==> src/rtl/display_pkg.sv <==
// Shared constants for the calculator display front end: active-low
// segment codes (gfedcba order), sequencer state encoding and the
// shift-add-3 nibble correction used by the BCD converter.
package display_pkg;

   localparam int BCD_DIGITS = 4;
   localparam int BCD_BITS   = 4 * BCD_DIGITS;

   // Active-low segment codes, bit order {g,f,e,d,c,b,a}.
   localparam logic [6:0] ZERO  = 7'b1000000;
   localparam logic [6:0] ONE   = 7'b1111001;
   localparam logic [6:0] TWO   = 7'b0100100;
   localparam logic [6:0] THREE = 7'b0110000;
   localparam logic [6:0] FOUR  = 7'b0011001;
   localparam logic [6:0] FIVE  = 7'b0010010;
   localparam logic [6:0] SIX   = 7'b0000010;
   localparam logic [6:0] SEVEN = 7'b1111000;
   localparam logic [6:0] EIGHT = 7'b0000000;
   localparam logic [6:0] NINE  = 7'b0010000;
   localparam logic [6:0] MINUS = 7'b0111111;
   localparam logic [6:0] OFF   = 7'b1111111;

   typedef enum logic [1:0] {
      IDLE   = 2'd0,
      SHIFT  = 2'd1,
      UPDATE = 2'd2
   } state_t;

   // Double-dabble correction: every nibble that is 5 or more gets +3 so
   // that the following left shift carries correctly into the next digit.
   function automatic logic [BCD_BITS-1:0] add3(input logic [BCD_BITS-1:0] bcd);
      logic [BCD_BITS-1:0] r;
      r = bcd;
      for (int i = 0; i < BCD_DIGITS; i++) begin
         if (bcd[4*i +: 4] >= 4'd5) r[4*i +: 4] = bcd[4*i +: 4] + 4'd3;
      end
      return r;
   endfunction

endpackage

==> src/rtl/bcd_display_ctrl_if.sv <==
// Request/result bundle between the ALU result register (master) and the
// display controller (slave). Clock and reset are kept as plain ports.
interface bcd_display_ctrl_if #(
   parameter int W = 11
);

   logic         Start;
   logic [W-1:0] N;
   logic         Encoding;
   logic         Busy;
   logic         Done;
   logic [6:0]   Sign;
   logic [6:0]   D2;
   logic [6:0]   D1;
   logic [6:0]   D0;
   logic         TooLarge;

   modport master (
      output Start, N, Encoding,
      input  Busy, Done, Sign, D2, D1, D0, TooLarge
   );

   modport slave (
      input  Start, N, Encoding,
      output Busy, Done, Sign, D2, D1, D0, TooLarge
   );

endinterface

==> src/rtl/seg7_decode.sv <==
// BCD digit to active-low 7-segment code. Non-decimal codes blank the digit.
module seg7_decode
   import display_pkg::*;
(
   input  logic [3:0] bcd,
   output logic [6:0] seg
);

   // Pure lookup from digit value to segment pattern.
   always_comb begin
      // NOTE: default assignment first so every path drives seg and no latch is inferred.
      seg = OFF;
      case (bcd)
         4'd0:    seg = ZERO;
         4'd1:    seg = ONE;
         4'd2:    seg = TWO;
         4'd3:    seg = THREE;
         4'd4:    seg = FOUR;
         4'd5:    seg = FIVE;
         4'd6:    seg = SIX;
         4'd7:    seg = SEVEN;
         4'd8:    seg = EIGHT;
         4'd9:    seg = NINE;
         default: seg = OFF;
      endcase
   end

endmodule

==> src/rtl/bcd_display_ctrl.sv <==
// Sequential 4-digit display front end. Captures a signed value on Start,
// converts its magnitude to BCD one bit per cycle (shift-add-3), then
// latches sign/hundreds/tens/ones segment codes until the next conversion.
module bcd_display_ctrl
   import display_pkg::*;
#(
   parameter int W = 11
) (
   input  logic               Clock,
   input  logic               Reset,
   bcd_display_ctrl_if.slave  bus
);

   localparam int CW = $clog2(W + 1);

   state_t                state;
   logic [W-1:0]          mag_q;
   logic [BCD_BITS-1:0]   bcd_q;
   logic [BCD_BITS-1:0]   bcd_adj;
   logic [CW-1:0]         cnt;
   logic                  neg_q;
   logic                  done_q;
   logic                  too_q;
   logic [6:0]            sign_q;
   logic [6:0]            d2_q;
   logic [6:0]            d1_q;
   logic [6:0]            d0_q;

   logic [W:0]            n_ext;
   logic [W:0]            load_mag;
   logic [3:0]            thousands;
   logic [3:0]            hundreds;
   logic [3:0]            tens;
   logic [6:0]            seg_hund;
   logic [6:0]            seg_tens;
   logic [6:0]            seg_ones;
   logic                  too_large;

   // The negation is done one bit wider so the most negative two's
   // complement input becomes +2^(W-1) instead of wrapping back to itself.
   assign n_ext = {bus.N[W-1], bus.N};

   // Magnitude of the incoming value under the selected number encoding.
   always_comb begin
      load_mag = '0;
      if (bus.Encoding) begin
         load_mag = bus.N[W-1] ? -n_ext : n_ext;
      end else begin
         load_mag = {2'b00, bus.N[W-2:0]};
      end
   end

   assign bcd_adj   = add3(bcd_q);
   assign thousands = bcd_q[15:12];
   assign hundreds  = bcd_q[11:8];
   assign tens      = bcd_q[7:4];
   assign too_large = (thousands != 4'd0);

   seg7_decode u_hund (.bcd(hundreds),    .seg(seg_hund));
   seg7_decode u_tens (.bcd(tens),        .seg(seg_tens));
   seg7_decode u_ones (.bcd(bcd_q[3:0]),  .seg(seg_ones));

   // Conversion sequencer: load on Start, W shift steps, one hand-over
   // cycle when the step counter is exhausted, then latch the display.
   always_ff @(posedge Clock or posedge Reset) begin
      if (Reset) begin
         // NOTE: non-blocking assignments so every register samples pre-edge values.
         state  <= IDLE;
         mag_q  <= '0;
         bcd_q  <= '0;
         cnt    <= '0;
         neg_q  <= 1'b0;
         done_q <= 1'b0;
         too_q  <= 1'b0;
         sign_q <= OFF;
         d2_q   <= OFF;
         d1_q   <= OFF;
         d0_q   <= OFF;
      end else begin
         done_q <= 1'b0;
         unique case (state)
            IDLE: begin
               if (bus.Start) begin
                  mag_q <= load_mag[W-1:0];
                  // Sign-magnitude "-0" has a zero magnitude and shows no minus.
                  neg_q <= bus.N[W-1] && (load_mag != '0);
                  bcd_q <= '0;
                  cnt   <= CW'(W);
                  state <= SHIFT;
               end
            end
            SHIFT: begin
               // cnt counts shift steps still owed; finding it at zero ends SHIFT.
               if (cnt == '0) begin
                  state <= UPDATE;
               end else begin
                  {bcd_q, mag_q} <= {bcd_adj, mag_q} << 1;
                  cnt            <= cnt - 1'b1;
               end
            end
            UPDATE: begin
               too_q <= too_large;
               if (too_large) begin
                  sign_q <= MINUS;
                  d2_q   <= MINUS;
                  d1_q   <= MINUS;
                  d0_q   <= MINUS;
               end else begin
                  sign_q <= neg_q ? MINUS : OFF;
                  // Leading-zero blanking: hundreds, then tens if hundreds also blank.
                  d2_q   <= (hundreds == 4'd0) ? OFF : seg_hund;
                  d1_q   <= (hundreds == 4'd0 && tens == 4'd0) ? OFF : seg_tens;
                  d0_q   <= seg_ones;
               end
               done_q <= 1'b1;
               state  <= IDLE;
            end
            default: state <= IDLE;
         endcase
      end
   end

   assign bus.Busy     = (state != IDLE);
   assign bus.Done     = done_q;
   assign bus.TooLarge = too_q;
   assign bus.Sign     = sign_q;
   assign bus.D2       = d2_q;
   assign bus.D1       = d1_q;
   assign bus.D0       = d0_q;

endmodule

==> src/flat_wrapper.sv <==
// flat-port wrapper written by rule: the top's interface ports become plain ports
module bcd_display_ctrl_flat import display_pkg::*;
#(
   parameter int W = 11
)
  (Clock, Reset, bus_Start, bus_N, bus_Encoding, bus_Busy, bus_Done, bus_Sign, bus_D2, bus_D1, bus_D0, bus_TooLarge);
  bcd_display_ctrl_if #(.W(W)) bus_i ();
  input  logic Clock;
  input  logic Reset;
  input wire logic [$bits(bus_i.Start)-1:0] bus_Start;
  input wire logic [$bits(bus_i.N)-1:0] bus_N;
  input wire logic [$bits(bus_i.Encoding)-1:0] bus_Encoding;
  output wire logic [$bits(bus_i.Busy)-1:0] bus_Busy;
  output wire logic [$bits(bus_i.Done)-1:0] bus_Done;
  output wire logic [$bits(bus_i.Sign)-1:0] bus_Sign;
  output wire logic [$bits(bus_i.D2)-1:0] bus_D2;
  output wire logic [$bits(bus_i.D1)-1:0] bus_D1;
  output wire logic [$bits(bus_i.D0)-1:0] bus_D0;
  output wire logic [$bits(bus_i.TooLarge)-1:0] bus_TooLarge;
  assign bus_i.Start = bus_Start;
  assign bus_i.N = bus_N;
  assign bus_i.Encoding = bus_Encoding;
  assign bus_Busy = bus_i.Busy;
  assign bus_Done = bus_i.Done;
  assign bus_Sign = bus_i.Sign;
  assign bus_D2 = bus_i.D2;
  assign bus_D1 = bus_i.D1;
  assign bus_D0 = bus_i.D0;
  assign bus_TooLarge = bus_i.TooLarge;
  bcd_display_ctrl #(.W(W)) u_core (.Clock(Clock), .Reset(Reset), .bus(bus_i));
endmodule
==> config.mk <==
export PLATFORM = sky130hd
export DESIGN_NAME = bcd_display_ctrl_flat
export DESIGN_NICKNAME = d
export VERILOG_FILES = /design/src/rtl/display_pkg.sv /design/src/rtl/bcd_display_ctrl_if.sv /design/src/rtl/seg7_decode.sv /design/src/rtl/bcd_display_ctrl.sv /design/src/flat_wrapper.sv
export SDC_FILE = /design/constraint.sdc
export NUM_CORES = 1
export LEC_CHECK = 0
export BUFFER_PORTS_ARGS = -buffer_cell sky130_fd_sc_hd__buf_2
export CAP_MARGIN = 20
export CORE_ASPECT_RATIO = 0.75
export CORE_MARGIN = 2
export CORE_UTILIZATION = 62
export CTS_CLUSTER_SIZE = 14
export DETAILED_ROUTE_END_ITERATION = 16
export GPL_TIMING_DRIVEN = 0
export PLACE_DENSITY = 0.85
export SLEW_MARGIN = 20
export SYNTH_ARGS = -nofsm -noshare
export SYNTH_HDL_FRONTEND = slang
export SYNTH_SLANG_ARGS = --single-unit
==> constraint.sdc <==
create_clock -name Clock -period 4.95 [get_ports Clock]
set_input_delay 0.2475 -clock Clock [delete_from_list [all_inputs] [get_ports Clock]]
set_output_delay 0.2475 -clock Clock [all_outputs]
set_load 0.02 [all_outputs]
==> out/results.txt <==
Post-synth ARST share -> 1.00
antenna-violating nets left -> 0
DRC -> 0
Final Hold Violating Endpoints -> 0
setup TNS -> 0 ns
Crit Path Max Fanout -> 10
per-cell routed wire length -> 14.6 um
PostCTS Resize Cnt -> 0
DR vias/cell -> 5.64
Initial Utilization -> 0.638
fill cell total of the finished layout -> 413
Detailed Place HPWL -> 5.57 mm
clock sink count -> 58
Post-Syn Area -> 3380 um2
hold bufs inserted after CTS -> 0
first drt pass iteration count -> 5
die area -> 6060 um2
nets@finish -> 482
CTS tree -> built
period utilisation layout -> 0.431
Synth area leader -> dfrtp_1
CP max stage delay -> 0.46 ns
htree depth -> 3
CTS max path bufs -> 2
Yosys cell types -> 42
chip height -> 67.9 um
die width -> 89.3 um
unrepaired setup endpoints after global routing -> false
number of setup buffers added after CTS -> 0
cell family with most CP delay -> compound AO/OA/AOI/OAI gates
critical path type -> reg2reg
final setup violating endpoints -> 0
Worst Hold Class -> in2async
ant diodes -> 0
vias post-DR -> 2970
fin. max-slew vios -> 0
crit end category -> register
status -> finished clean
GR peak layer -> met2
CTS Buf Count -> 9
met2 usage -> 0.419
global-route wire length before repair -> 12.4 mm
R2R Setup Slk -> 2.82 ns
Power Density -> 686 nW/um2
met3 global-route usage -> 0.0856
Syn. warnings -> 0
min Tclk post-route -> 2.13 ns
Syn-to-layout area delta -> 15.5%
GR Overflow Total -> 0
Worst slew margin -> 0.535
row count -> 23
final WL -> 7.70 mm
initial antenna violation count -> 0
max_cap viols -> 0
Syn Inst Count -> 392
post-synth top area share -> 0.267
Non-Filler Instances -> 527
Root Buffer -> clkbuf_8
Synth Register Bits -> 58
largest net degree at the start of global routing -> 59
io pins -> 46
Overall Power -> 2.68 mW
DR iter-0 viols -> 206
Layout Skew -> 0.00706 ns
VDD IR max -> 0.000312 V
Static Leakage -> 1.77 nW
Crit path arrival time -> 2.35 ns
Worst Path Buf+Inv -> 2
port bufs -> 39
Worst Max-Slew Pin Slew -> 0.698 ns
Clock Pin Slew Worst Setup and Hold Paths -> 0.06 ns
Worst EP required -> 5.16 ns
met1 usage -> 0.376
Avg Cell Area, Syn -> 8.62 um2
worst skew pair latency -> 0.35 ns
fmax -> 469 MHz
GPL Wtd Cong -> 0.868
All-Layer GR Usage -> 0.270
Synth area leaders -> dfrtp_1, dfstp_2, ha_1
CP cell instances -> inv_1 -> ha_1 -> a21oi_1 -> nor2_1 -> clkbuf_1 -> a22oi_1 -> o21ai_0
vias in the first global route -> 2663
layout cell share with drive strength beyond 1 -> 0.190
Post-synth EDFFs -> 0
CP max-delay cell -> a21oi_1
prevailing post-synth register cell -> dfrtp_1
crit start category -> register
placed insts -> 511
sequential fraction of the synthesis area -> 0.438
core area -> 5300 um2
[cell type report]
type / count / area [um2] / share of cell area
Buffer: 23 / 109 / 0.0279
Timing Repair Buffer: 39 / 195 / 0.0500
Clock buffer: 12 / 166 / 0.0426
Multi-Input combinational cell: 294 / 1730 / 0.443
Tap cell: 75 / 93.8 / 0.0240
Clock inverter: 4 / 47.5 / 0.0122
Inverter: 22 / 85.1 / 0.0218
Sequential cell: 58 / 1480 / 0.379
[worst reg2reg max path: stages, from the launching register on]
cell and delay (ns):
dfrtp_1 0.39, inv_1 0.08, ha_1 0.23, a21oi_1 0.46, nor2_1 0.24, clkbuf_1 0.29
a22oi_1 0.21, o21ai_0 0.11
[state kept, by name, indices dropped and copies added, names as in the netlist]
register	cells
u_core.cnt	4
u_core.bus.D1	7
u_core.bus.TooLarge	1
u_core.bus.D2	7
u_core.bcd_q	16
u_core.bus.Sign	1
u_core.state	2
u_core.bus.Done	1
u_core.neg_q	1
u_core.bus.D0	7
u_core.mag_q	11
[synth_stat cells, drive strengths merged (5+ instances only)]
cell	number
dfrtp	36
nor3	6
o31ai	5
nand2b	8
nand3	12
inv	22
xnor2	15
dfstp	22
buf	6
o21ai	44
a21oi	41
nor2	51
ha	20
a22oi	10
clkbuf	17
nand2	39
o22a	5
[per-stage QoR]
step | utilization | setup slack, ns | instance area, um2 | hold slack, ns
5_1_grt | 0.737 | 2.61 | 3900 | 0.0845
2_1_floorplan | - | 3.27 | 3400 | 0.375
4_1_cts | 0.737 | 2.83 | 3900 | 0.0432
3_3_place_gp | 0.696 | 2.61 | 3690 | 0.432
3_5_place_dp | 0.697 | 2.85 | 3690 | 0.410
6_report | 0.737 | 2.82 | 3900 | 0.000473
[cells in the final DEF (no fill, tap or decap), types with 8 or more instances in the layout]
| cell | Yosys | routed |
|---|---|---|
| a21oi_1 | 41 | 41 |
| nand2b_1 | 8 | 8 |
| dfstp_2 | 22 | 22 |
| nor2_1 | 51 | 51 |
| a22oi_1 | 10 | 10 |
| o21ai_0 | 43 | 43 |
| buf_2 | 0 | 39 |
| nand3_1 | 12 | 12 |
| xnor2_1 | 15 | 15 |
| dfrtp_1 | 36 | 36 |
| ha_1 | 20 | 20 |
| clkbuf_8 | 0 | 10 |
| nand2_1 | 39 | 39 |
| inv_1 | 22 | 21 |
| clkbuf_1 | 17 | 18 |
[path summary, 6_finish.rpt]
path,from,to,depth (start not counted)
min in group Clock,bus_N[10],u_core.neg_q$_DFFE_PP0P_,3
hold reg to reg,u_core.bus.D1[3]$_DFFE_PP1P_,u_core.bus.D1[3]$_DFFE_PP1P_,2
setup / recovery,u_core.cnt[0]$_DFFE_PP0P_,u_core.mag_q[4]$_DFFE_PP0P_,7
max in group asynchronous,Reset,u_core.bus.TooLarge$_DFFE_PP0P_,2
setup reg to reg,u_core.cnt[0]$_DFFE_PP0P_,u_core.mag_q[4]$_DFFE_PP0P_,7
hold / removal,Reset,u_core.cnt[1]$_DFFE_PP0P_,2
[report_power, final]
group	internal (mW)	leakage, nW	switching, mW
clock	0.275	0.108	0.191
sequential	0.738	0.676	0.174
combinational	0.492	0.986	0.807
total	1.51	1.77	1.17
[logic make-up after synthesis]
group	synth area share
adder cells (fa/ha/maj)	0.0740
multiplexers	0.00889
buffers and inverters	0.0566
AND/OR/NAND/NOR	0.180
AO/OA/AOI/OAI	0.198
other	0.00111
flip-flops	0.438
XOR/XNOR	0.0441
[per-layer routing]
metal / wire length, um / vias up
li1: - / 1445
met1: 3560 / 1417
met2: 3590 / 98
met3: 455 / 10
met4: 87 / 0
met5: 0 / -
No activity file was read; power rests on OpenSTA's default activity.
